File: config.mk
export PLATFORM = sky130hd
export DESIGN_NAME = alu_op_decoder
export DESIGN_NICKNAME = d
export VERILOG_FILES = /design/src/rtl/alu_op_decoder.sv
export SDC_FILE = /design/constraint.sdc
export NUM_CORES = 1
export LEC_CHECK = 0
export BUFFER_PORTS_ARGS = -buffer_cell sky130_fd_sc_hd__buf_4
export CELL_PAD_IN_SITES_DETAIL_PLACEMENT = 0
export CELL_PAD_IN_SITES_GLOBAL_PLACEMENT = 1
export CORE_ASPECT_RATIO = 0.6
export CORE_UTILIZATION = 42
export CTS_BUF_LIST = sky130_fd_sc_hd__clkbuf_4
export DETAILED_ROUTE_END_ITERATION = 8
export HOLD_SLACK_MARGIN = 0.05
export PLACE_DENSITY_LB_ADDON = 0.1
export SKIP_LAST_GASP = 1
export SYNTH_ARGS = -nofsm -noshare
export SYNTH_HDL_FRONTEND = slang
export SYNTH_SLANG_ARGS = --single-unit
File: constraint.sdc
create_clock -name clk -period 2.4 [get_ports clk]
set_input_delay 0 -clock clk [delete_from_list [all_inputs] [get_ports clk]]
set_output_delay 0 -clock clk [all_outputs]
set_load 0.01 [all_outputs]
File: src/rtl/alu_op_decoder.sv
// RISC-V opcode/funct3/funct7 -> ALU operation decoder behind a registered 2-entry FIFO.
// Optional statistics counters enabled by defining ALU_OP_DECODER_STATS_EN.
module alu_op_decoder #(
   parameter int OPCODE_LENGTH = 4,
   parameter int CNT_WIDTH     = 16
) (
   input  logic                     clk,
   input  logic                     reset,
   input  logic                     in_valid,
   output logic                     in_ready,
   input  logic [6:0]               opcode,
   input  logic [2:0]               funct3,
   input  logic [6:0]               funct7,
   output logic                     out_valid,
   input  logic                     out_ready,
   output logic [OPCODE_LENGTH-1:0] Operation,
   output logic                     illegal
`ifdef ALU_OP_DECODER_STATS_EN
   ,
   output logic [CNT_WIDTH-1:0]     decoded_cnt,
   output logic [CNT_WIDTH-1:0]     illegal_cnt
`endif
);

   if (OPCODE_LENGTH < 4 || CNT_WIDTH < 1) begin : g_bad_params
      $error("alu_op_decoder: OPCODE_LENGTH must be >= 4 and CNT_WIDTH >= 1");
   end

   localparam logic [3:0] ALU_AND = 4'b0000;
   localparam logic [3:0] ALU_XOR = 4'b0001;
   localparam logic [3:0] ALU_SUB = 4'b0010;
   localparam logic [3:0] ALU_OR  = 4'b0011;
   localparam logic [3:0] ALU_ADD = 4'b0100;
   localparam logic [3:0] ALU_BEQ = 4'b1000;
   localparam logic [3:0] ALU_SLL = 4'b1001;
   localparam logic [3:0] ALU_LUI = 4'b1010;
   localparam logic [3:0] ALU_SRL = 4'b1100;
   localparam logic [3:0] ALU_SLT = 4'b1110;
   localparam logic [3:0] ALU_ILL = 4'b1111;

   typedef struct packed {
      logic [OPCODE_LENGTH-1:0] op;
      logic                     ill;
   } entry_t;

   logic [3:0] dec_op;
   entry_t     dec_entry;

   // 1111 is never a legal result, so illegal is derived from it
   always_comb begin
      dec_op = ALU_ILL;
      case (opcode)
         7'b0110011: begin
            if (funct7 == 7'b0000000) begin
               case (funct3)
                  3'b000:  dec_op = ALU_ADD;
                  3'b111:  dec_op = ALU_AND;
                  3'b110:  dec_op = ALU_OR;
                  3'b100:  dec_op = ALU_XOR;
                  3'b010:  dec_op = ALU_SLT;
                  3'b001:  dec_op = ALU_SLL;
                  3'b101:  dec_op = ALU_SRL;
                  default: dec_op = ALU_ILL;
               endcase
            end else if (funct7 == 7'b0100000 && funct3 == 3'b000) begin
               dec_op = ALU_SUB;
            end
         end
         7'b0010011: begin
            case (funct3)
               3'b000:  dec_op = ALU_ADD;
               3'b111:  dec_op = ALU_AND;
               3'b110:  dec_op = ALU_OR;
               3'b100:  dec_op = ALU_XOR;
               3'b010:  dec_op = ALU_SLT;
               3'b001:  if (funct7 == 7'b0000000) dec_op = ALU_SLL;
               3'b101:  if (funct7 == 7'b0000000) dec_op = ALU_SRL;
               default: dec_op = ALU_ILL;
            endcase
         end
         7'b0000011, 7'b0100011, 7'b1101111, 7'b1100111: dec_op = ALU_ADD;
         7'b1100011: if (funct3 == 3'b000) dec_op = ALU_BEQ;
         7'b0110111: dec_op = ALU_LUI;
         default:    dec_op = ALU_ILL;
      endcase
      dec_entry.op  = OPCODE_LENGTH'(dec_op);
      dec_entry.ill = (dec_op == ALU_ILL);
   end

   entry_t     mem [2];
   entry_t     head;
   logic       wptr, rptr;
   logic [1:0] count;
   logic       push, pop;

   assign in_ready  = (count != 2'd2);
   assign out_valid = (count != 2'd0);
   assign push      = in_valid && in_ready;
   assign pop       = out_valid && out_ready;
   assign Operation = head.op;
   assign illegal   = head.ill;

   // head is a dedicated register so outputs stay put while the FIFO is empty
   always_ff @(posedge clk or posedge reset) begin
      if (reset) begin
         count  <= 2'd0;
         wptr   <= 1'b0;
         rptr   <= 1'b0;
         head   <= '0;
         mem[0] <= '0;
         mem[1] <= '0;
      end else begin
         if (push) begin
            mem[wptr] <= dec_entry;
            wptr      <= ~wptr;
         end
         if (pop) rptr <= ~rptr;
         count <= count + 2'(push) - 2'(pop);
         if (pop && count == 2'd2)
            head <= mem[~rptr];
         else if (push && (count == 2'd0 || (pop && count == 2'd1)))
            head <= dec_entry;
      end
   end

`ifdef ALU_OP_DECODER_STATS_EN
   always_ff @(posedge clk or posedge reset) begin
      if (reset) begin
         decoded_cnt <= '0;
         illegal_cnt <= '0;
      end else if (push) begin
         if (decoded_cnt != '1) decoded_cnt <= decoded_cnt + CNT_WIDTH'(1);
         if (dec_entry.ill && illegal_cnt != '1) illegal_cnt <= illegal_cnt + CNT_WIDTH'(1);
      end
   end
`endif

endmodule

==> results of run 1 <==
kinds of logic (layout without fill, tap and decap cells):
| logic type | Yosys count | count (layout) | synth area share |
|---|---|---|---|
| AND/OR/NAND/NOR | 54 | 54 | 0.258 |
| AO/OA/AOI/OAI | 29 | 29 | 0.192 |
| flip-flops | 19 | 19 | 0.389 |
| multiplexers | 10 | 10 | 0.0870 |
| buffers and inverters | 8 | 38 | 0.0317 |
| XOR/XNOR | 3 | 3 | 0.0215 |
| adder cells (fa/ha/maj) | 2 | 2 | 0.0205 |
critical path, delay by kind of cell (launching register included):
kind,cells,cell delay (ns)
buffers and inverters,1,0.04
adders and majority gates,2,0.45
DFF,1,0.45
xor gates and xnor gates,2,0.30
and+or+nand+nor,2,0.49
worst max-delay path by stage:
stage / from / end / slack (ns)
2_1_floorplan: count[1] / count[1] / 0.66
3_3_place_gp: funct7[1] / Operation[2] / 0.60
3_5_place_dp: funct7[1] / mem[8] / 0.52
4_1_cts: count[1] / count[1] / 0.57
5_1_grt: count[1] / count[1] / 0.45
6_report: count[1] / count[1] / 0.60
metal layers:
metal  vias to the layer above  GRT usage
li1                        526          -
met1                       494      0.322
met2                        32      0.281
met3                         5     0.0558
met4                         0     0.0353
met5                         -          0
cells in the final DEF (no fill, tap or decap), types with 2 or more instances in the layout:
| master | Yosys | layout |
|---|---|---|
| nand2_1 | 15 | 15 |
| nand3_1 | 2 | 2 |
| mux2_2 | 5 | 5 |
| xnor2_1 | 2 | 2 |
| dfrtp_1 | 19 | 19 |
| ha_1 | 2 | 2 |
| o31ai_1 | 2 | 2 |
| o21ai_0 | 2 | 2 |
| nor2b_1 | 2 | 2 |
| or3b_2 | 2 | 2 |
| nand3b_1 | 3 | 3 |
| and2_1 | 2 | 2 |
| mux2i_1 | 5 | 5 |
| and3b_1 | 2 | 2 |
| nand2b_1 | 3 | 3 |
| a21oi_1 | 6 | 6 |
| o21ai_1 | 4 | 4 |
| a31o_1 | 2 | 2 |
| inv_1 | 4 | 4 |
| buf_4 | 0 | 27 |
| clkbuf_4 | 0 | 3 |
| nor2_1 | 7 | 7 |
| a221o_1 | 2 | 2 |
| or4b_1 | 2 | 2 |
| or2_1 | 4 | 4 |
| dlygate4sd3_1 | 0 | 3 |
power by group through the flow:
stage	sequential, mW	combinational (mW)	clock (mW)
2_1_floorplan	0.559	0.407	0
3_3_place_gp	0.582	0.583	0
3_5_place_dp	0.587	0.596	0
4_1_cts	0.581	0.600	0.172
5_1_grt	0.604	0.673	0.188
6_report	0.581	0.597	0.166
state kept, by name, indices dropped and copies added (netlist names):
signal / count
rptr: 1
wptr: 1
Operation: 4
illegal: 1
mem: 10
count: 2
final cells by class:
type	instances	area (µm²)
Fill cell	254	1130
Clock buffer	3	22.5
Inverter	4	15.0
Clock inverter	1	5.00
Multi-Input combinational cell	98	708
Timing Repair Buffer	30	233
Tap cell	32	40.0
Sequential cell	19	475
repair_timing:
| item | CTS | global route |
|---|---|---|
| hold endpoints to repair | 21 | 0 |
| hold buffers | 3 | 0 |
| buffers inserted | 0 | 0 |
==> key figures, run 1 <==
Placed design
  – Placement-stage worst setup slack: around 0.52 ns
  – Post-DP HPWL: between 2 and 2.5 mm
  – Routability congestion estimate from global placement: about 0.87
  – Port buffer count: 27
  – Placed cell count: 180
  – Total cell area at the placement stage: ~1400 µm²

Timing
  – Post-route worst setup slack: 0.596 ns
  – Hold Worst Slack: between 0.2 and 0.25 ns
  – Worst Max-Slew Pin Slew: 0.728 ns
  – Worst max-slew margin expressed relative to the limit: 0.514
  – Sum Neg Setup Slack: 0 ns
  – Part of the cycle the worst path needs: 0.752
  – Crit path time final: ~1.8 ns
  – Worst clock skew: 0.00847 ns
  – Fin. max-slew vios: 0
  – Maximum operating frequency: ~0.55 GHz
  – Endpoints failing hold: 0
  – Final setup violation count: 0
  – RSZ-0062 raised after global routing: false

Min path
  – Number of cells traversed by the worst hold path: 4
  – Endpoint, Worst Hold: mem[9]
  – Worst hold-check path type: in -> reg
  – Hold wc startpoint: opcode[6]

Global route
  – Total global-route track usage: 0.205
  – Largest net degree at the start of global routing: 20
  – Initial antenna violation count: 0
  – Number of global-route vias before repair: 972
  – First-pass GRT wire length: 4.82 mm
  – Grt total ovfl: 0

Routing
  – Via/cell ratio: roughly 5.7
  – Violation count after the first detailed-route iteration: 57
  – First-pass iteration count of the detailed router: 5
  – Vias: 1057
  – Wire length on met1: 1.50 mm
  – DRC Markers: 0
  – Detailed-routed wire length on met3: 166 µm
  – Metal2 WL: ~990 µm
  – Uppermost metal layer occupied by signal nets: met4
  – Routed Wire Length: 2.68 mm
  – Routed length per instance: 14.3 µm
  – Remaining number of nets flagged by the antenna check after routing: 0

Worst setup path
  – Data required time of the critical path: 2.63 ns
  – Critical Path Slowest Stage Cell: dfrtp_1
  – Sequence of cells on the critical path: or2_2, and2_1, ha_1, inv_1, ha_1, xnor2_1, xnor2_1
  – Length in cells of the worst reg-to-reg path: 7
  – Crit start category: register
  – Critical Setup Path Class: reg -> reg
  – Endpoint of the most critical register-to-register path: count[1]
  – Slack of the worst reg-to-reg path: 0.60 ns
  – Maximum net fanout on the critical path: 6
  – Critical R2R Launch: count[1]
  – Peak per-stage delay on the critical path: about 0.45 ns
  – Type of element capturing the critical path: register
  – Data arrival time of the critical path: 2.03 ns

Synth
  – Yosys warns: 0
  – Cell count after synthesis: 125
  – Area contributors post-synth: dfrtp_1 39%, mux2_2 4.6%, nand2_1 4.6%
  – Top cell type by total area after synthesis: dfrtp_1
  – Number of nets in the synthesized netlist: 148
  – Count of flip-flops with a built-in enable after synthesis: 0
  – Commonest cells in the synthesized netlist: 19 x dfrtp_1, 15 x nand2_1, 7 x nor2_1
  – Most frequent cell after synthesis: dfrtp_1
  – Synthesized cell area: 1220 µm²
  – Most frequently used flop master after synthesis: dfrtp_1
  – Share of the synthesized area in the top cell type: 0.389
  – Post-synthesis average cell area: approximately 9.8 µm²
  – Library cells used by synthesis: 48
  – Sequential share of the synthesized area: 0.389
  – Async SR Flop Fraction: 1.00
  – Post-synthesis register bit count: 19

Cells and area
  – Fin area: 1500 µm²
  – Ant. Diodes: 0
  – Final Net Count: 179
  – Core occupancy in the finished layout: 0.570
  – Area growth from synthesis to final layout: 22.6%
  – Fraction of layout instances using a drive strength above 1: 0.277
  – Final std cells w/o fill: 187

Pwr
  – Seq pwr share: 0.432
  – Switching Power: between 0.5 and 0.6 mW
  – Ratio of total power to cell area: roughly 900 nW/µm²
  – Logic gate share of total power: 0.444
  – Switching fraction of total power: 0.373
  – Peak supply drop: 0.468 mV
  – Internal: 0.843 mW
  – Pwr Total: around 1.3 mW
  – Proportion of power drawn by the clock network: 0.124
  – Leakage power figure: between 0.6 and 0.7 nW

Clock network
  – Number of instances resized during post-cts repair: 0
  – Clk slew on worst S/H paths: approximately 0.11 ns
  – Deepest clock path buffer count: 2
  – TritonCTS buffer count: 3
  – Clock insertion delay at the later pin of the skew report: a little over 0.3 ns
  – Root cell of the clock tree: clkbuf_4
  – Maximum level of the CTS H-tree: 1
  – Clock tree from TritonCTS: built
  – Clock sink total: 19

Floorplan
  – Starting density of the core: 0.465
  – Row Count: 14
  – DIE HEIGHT: 43.8 µm
  – Floorplan die width: 71.7 µm
  – Die area: 3140 µm²
  – Total core area: 2630 µm²
  – I/O pin total: 28

Flow run
  – Number of max-capacitance violations reported: 0

Status
  – Status: completed
No activity file was read; power rests on OpenSTA's default activity.
==> inputs of run 2 (changes only) <==
clock period = 1.9 ns   (was 2.4 ns; I/O delays follow)
==> key figures, run 2 (synthesis results as in run 1) <==
Cells and area
  – Area growth from synthesis to final layout: 25.7%
  – Fraction of layout instances using a drive strength above 1: 0.314
  – Final Net Count: 183
  – Top reg by flops: mem
  – Number of flip-flops in the largest register: 10
  – Highest-count cells in the layout ignoring fill and taps: 32 x buf_4, 19 x dfrtp_1, 15 x nand2_1, 7 x nor2_1, 6 x a21oi_1
  – Commonest non-fill, non-tap cell in the layout: buf_4
  – Core occupancy in the finished layout: 0.585
  – Ant. Diodes: 0

Global route
  – Largest net degree at the start of global routing: 20
  – Total global-route track usage: 0.206
  – Number of global-route vias before repair: 1019
  – Grt total ovfl: 0
  – First-pass GRT wire length: 4.80 mm
  – Initial antenna violation count: 0

Pwr
  – Peak supply drop: approximately 0.77 mV
  – Ratio of total power to cell area: 1170 nW/µm²
  – Pwr Total: 1.80 mW
  – Leakage power figure: 0.662 nW

Placed design
  – Port buffer count: 27
  – Placement-stage worst setup slack: 0.0508 ns
  – Post-DP HPWL: 2.24 mm
  – Routability congestion estimate from global placement: roughly 0.84

Status
  – Status: completed

Routing
  – Routed length per instance: 15.4 µm
  – Metal2 WL: 1.18 mm
  – DRC Markers: 0
  – Detailed-routed wire length on met3: 191 µm
  – First-pass iteration count of the detailed router: 4
  – Wire length on met1: between 1.5 and 2 mm
  – Remaining number of nets flagged by the antenna check after routing: 0
  – Vias: 1089
  – Routed Wire Length: 2.95 mm
  – Violation count after the first detailed-route iteration: 59
  – Uppermost metal layer occupied by signal nets: met3
  – Via/cell ratio: 5.70

Timing
  – Sum Neg Setup Slack: 0 ns
  – Worst clock skew: roughly 0.012 ns
  – Crit path time final: about 1.8 ns
  – Fin. max-slew vios: 0
  – Final setup violation count: 0
  – Endpoints failing hold: 0
  – Hold Worst Slack: approximately 0.062 ns
  – Post-route worst setup slack: roughly 0.076 ns
  – Maximum operating frequency: roughly 0.55 GHz
  – Part of the cycle the worst path needs: 0.960
  – Worst max-slew margin expressed relative to the limit: 0.519
  – RSZ-0062 raised after global routing: false
  – Worst Max-Slew Pin Slew: 0.721 ns

Floorplan
  – I/O pin total: 28
  – Row Count: 14
  – DIE HEIGHT: 43.8 µm
  – Die area: 3140 µm²
  – Total core area: roughly 2600 µm²
  – Floorplan die width: 71.7 µm
  – Starting density of the core: 0.465

Worst setup path
  – Critical R2R Launch: count[1]
  – Cell class contributing the biggest share of worst-path delay: simple AND/OR/NAND/NOR gates
  – Data required time of the critical path: 2.09 ns
  – Peak per-stage delay on the critical path: 0.44 ns
  – Maximum net fanout on the critical path: 6
  – Crit start category: register
  – Critical Path Slowest Stage Cell: dfrtp_1
  – Critical Setup Path Class: reg -> reg
  – Sequence of cells on the critical path: or2_2, and2_4, ha_1, inv_1, ha_1, xnor2_2, xnor2_1
  – Start point of the critical path: count[1]
  – Type of element capturing the critical path: register
  – Data arrival time of the critical path: 2.02 ns
  – Count of buffering cells on the critical path with inverters included: 1
  – Most common cell on crit path: ha_1

Min path
  – Hold wc startpoint: in_valid
  – Worst hold-check path type: in -> reg

Flow run
  – Number of max-capacitance violations reported: 0

Clock network
  – Clock sink total: 19
  – TritonCTS buffer count: 3
  – Clk slew on worst S/H paths: 0.12 ns
  – Root cell of the clock tree: clkbuf_4
  – Deepest clock path buffer count: 2
  – Maximum level of the CTS H-tree: 1
  – Clock tree from TritonCTS: built
  – Clock insertion delay at the later pin of the skew report: 0.31 ns
run 2: path summary, 6_finish.rpt:
path	slack [ns]	cells after the start	end
min in group asynchronous	0.35	3	mem[9]
max in group asynchronous	1.08	3	count[1]
max	0.08	7	count[1]
min	0.06	4	wptr
max reg2reg	0.08	7	count[1]
min reg2reg	0.49	2	mem[5]
run 2: layer usage:
layer | vias up | global-route usage
met5 | - | 0
met4 | 0 | 0.0235
li1 | 530 | -
met2 | 36 | 0.304
met3 | 0 | 0.0605
met1 | 523 | 0.309
run 2: final cells by class:
cell class	count	area, µm²
fillers	239	1090
clock buffers	3	22.5
clock inverters	1	5.00
multi-input cells	98	718
flip-flops and latches	19	475
inverters	4	15.0
well taps	32	40.0
repair buffers	34	260
run 2: metrics by stage:
stage | cells | area [µm²]
floorplan | 125 | 1220
global placement | 182 | 1460
detailed placement | 182 | 1460
CTS | 187 | 1490
global route | 191 | 1540
finish | 191 | 1540
run 2: timing repair:
action	CTS	global route
hold buffers	1	1
endpoints found under the setup margin	0	1
buffers inserted	0	3
hold endpoints to repair	19	1
resized for setup	0	2
run 2: power breakdown:
part | internal, mW | switching (mW) | total, mW
clock network | 0.0787 | 0.135 | 0.214
registers | 0.585 | 0.141 | 0.727
logic | 0.466 | 0.393 | 0.859
run 2: worst register-to-register path, delay by kind of cell, from the launching register on:
family | cells | cell delay, ns
adder cells (fa/ha/maj) | 2 | 0.48
AND/OR/NAND/NOR | 2 | 0.49
XOR/XNOR | 2 | 0.27
buffers and inverters | 1 | 0.04
flip-flops | 1 | 0.44
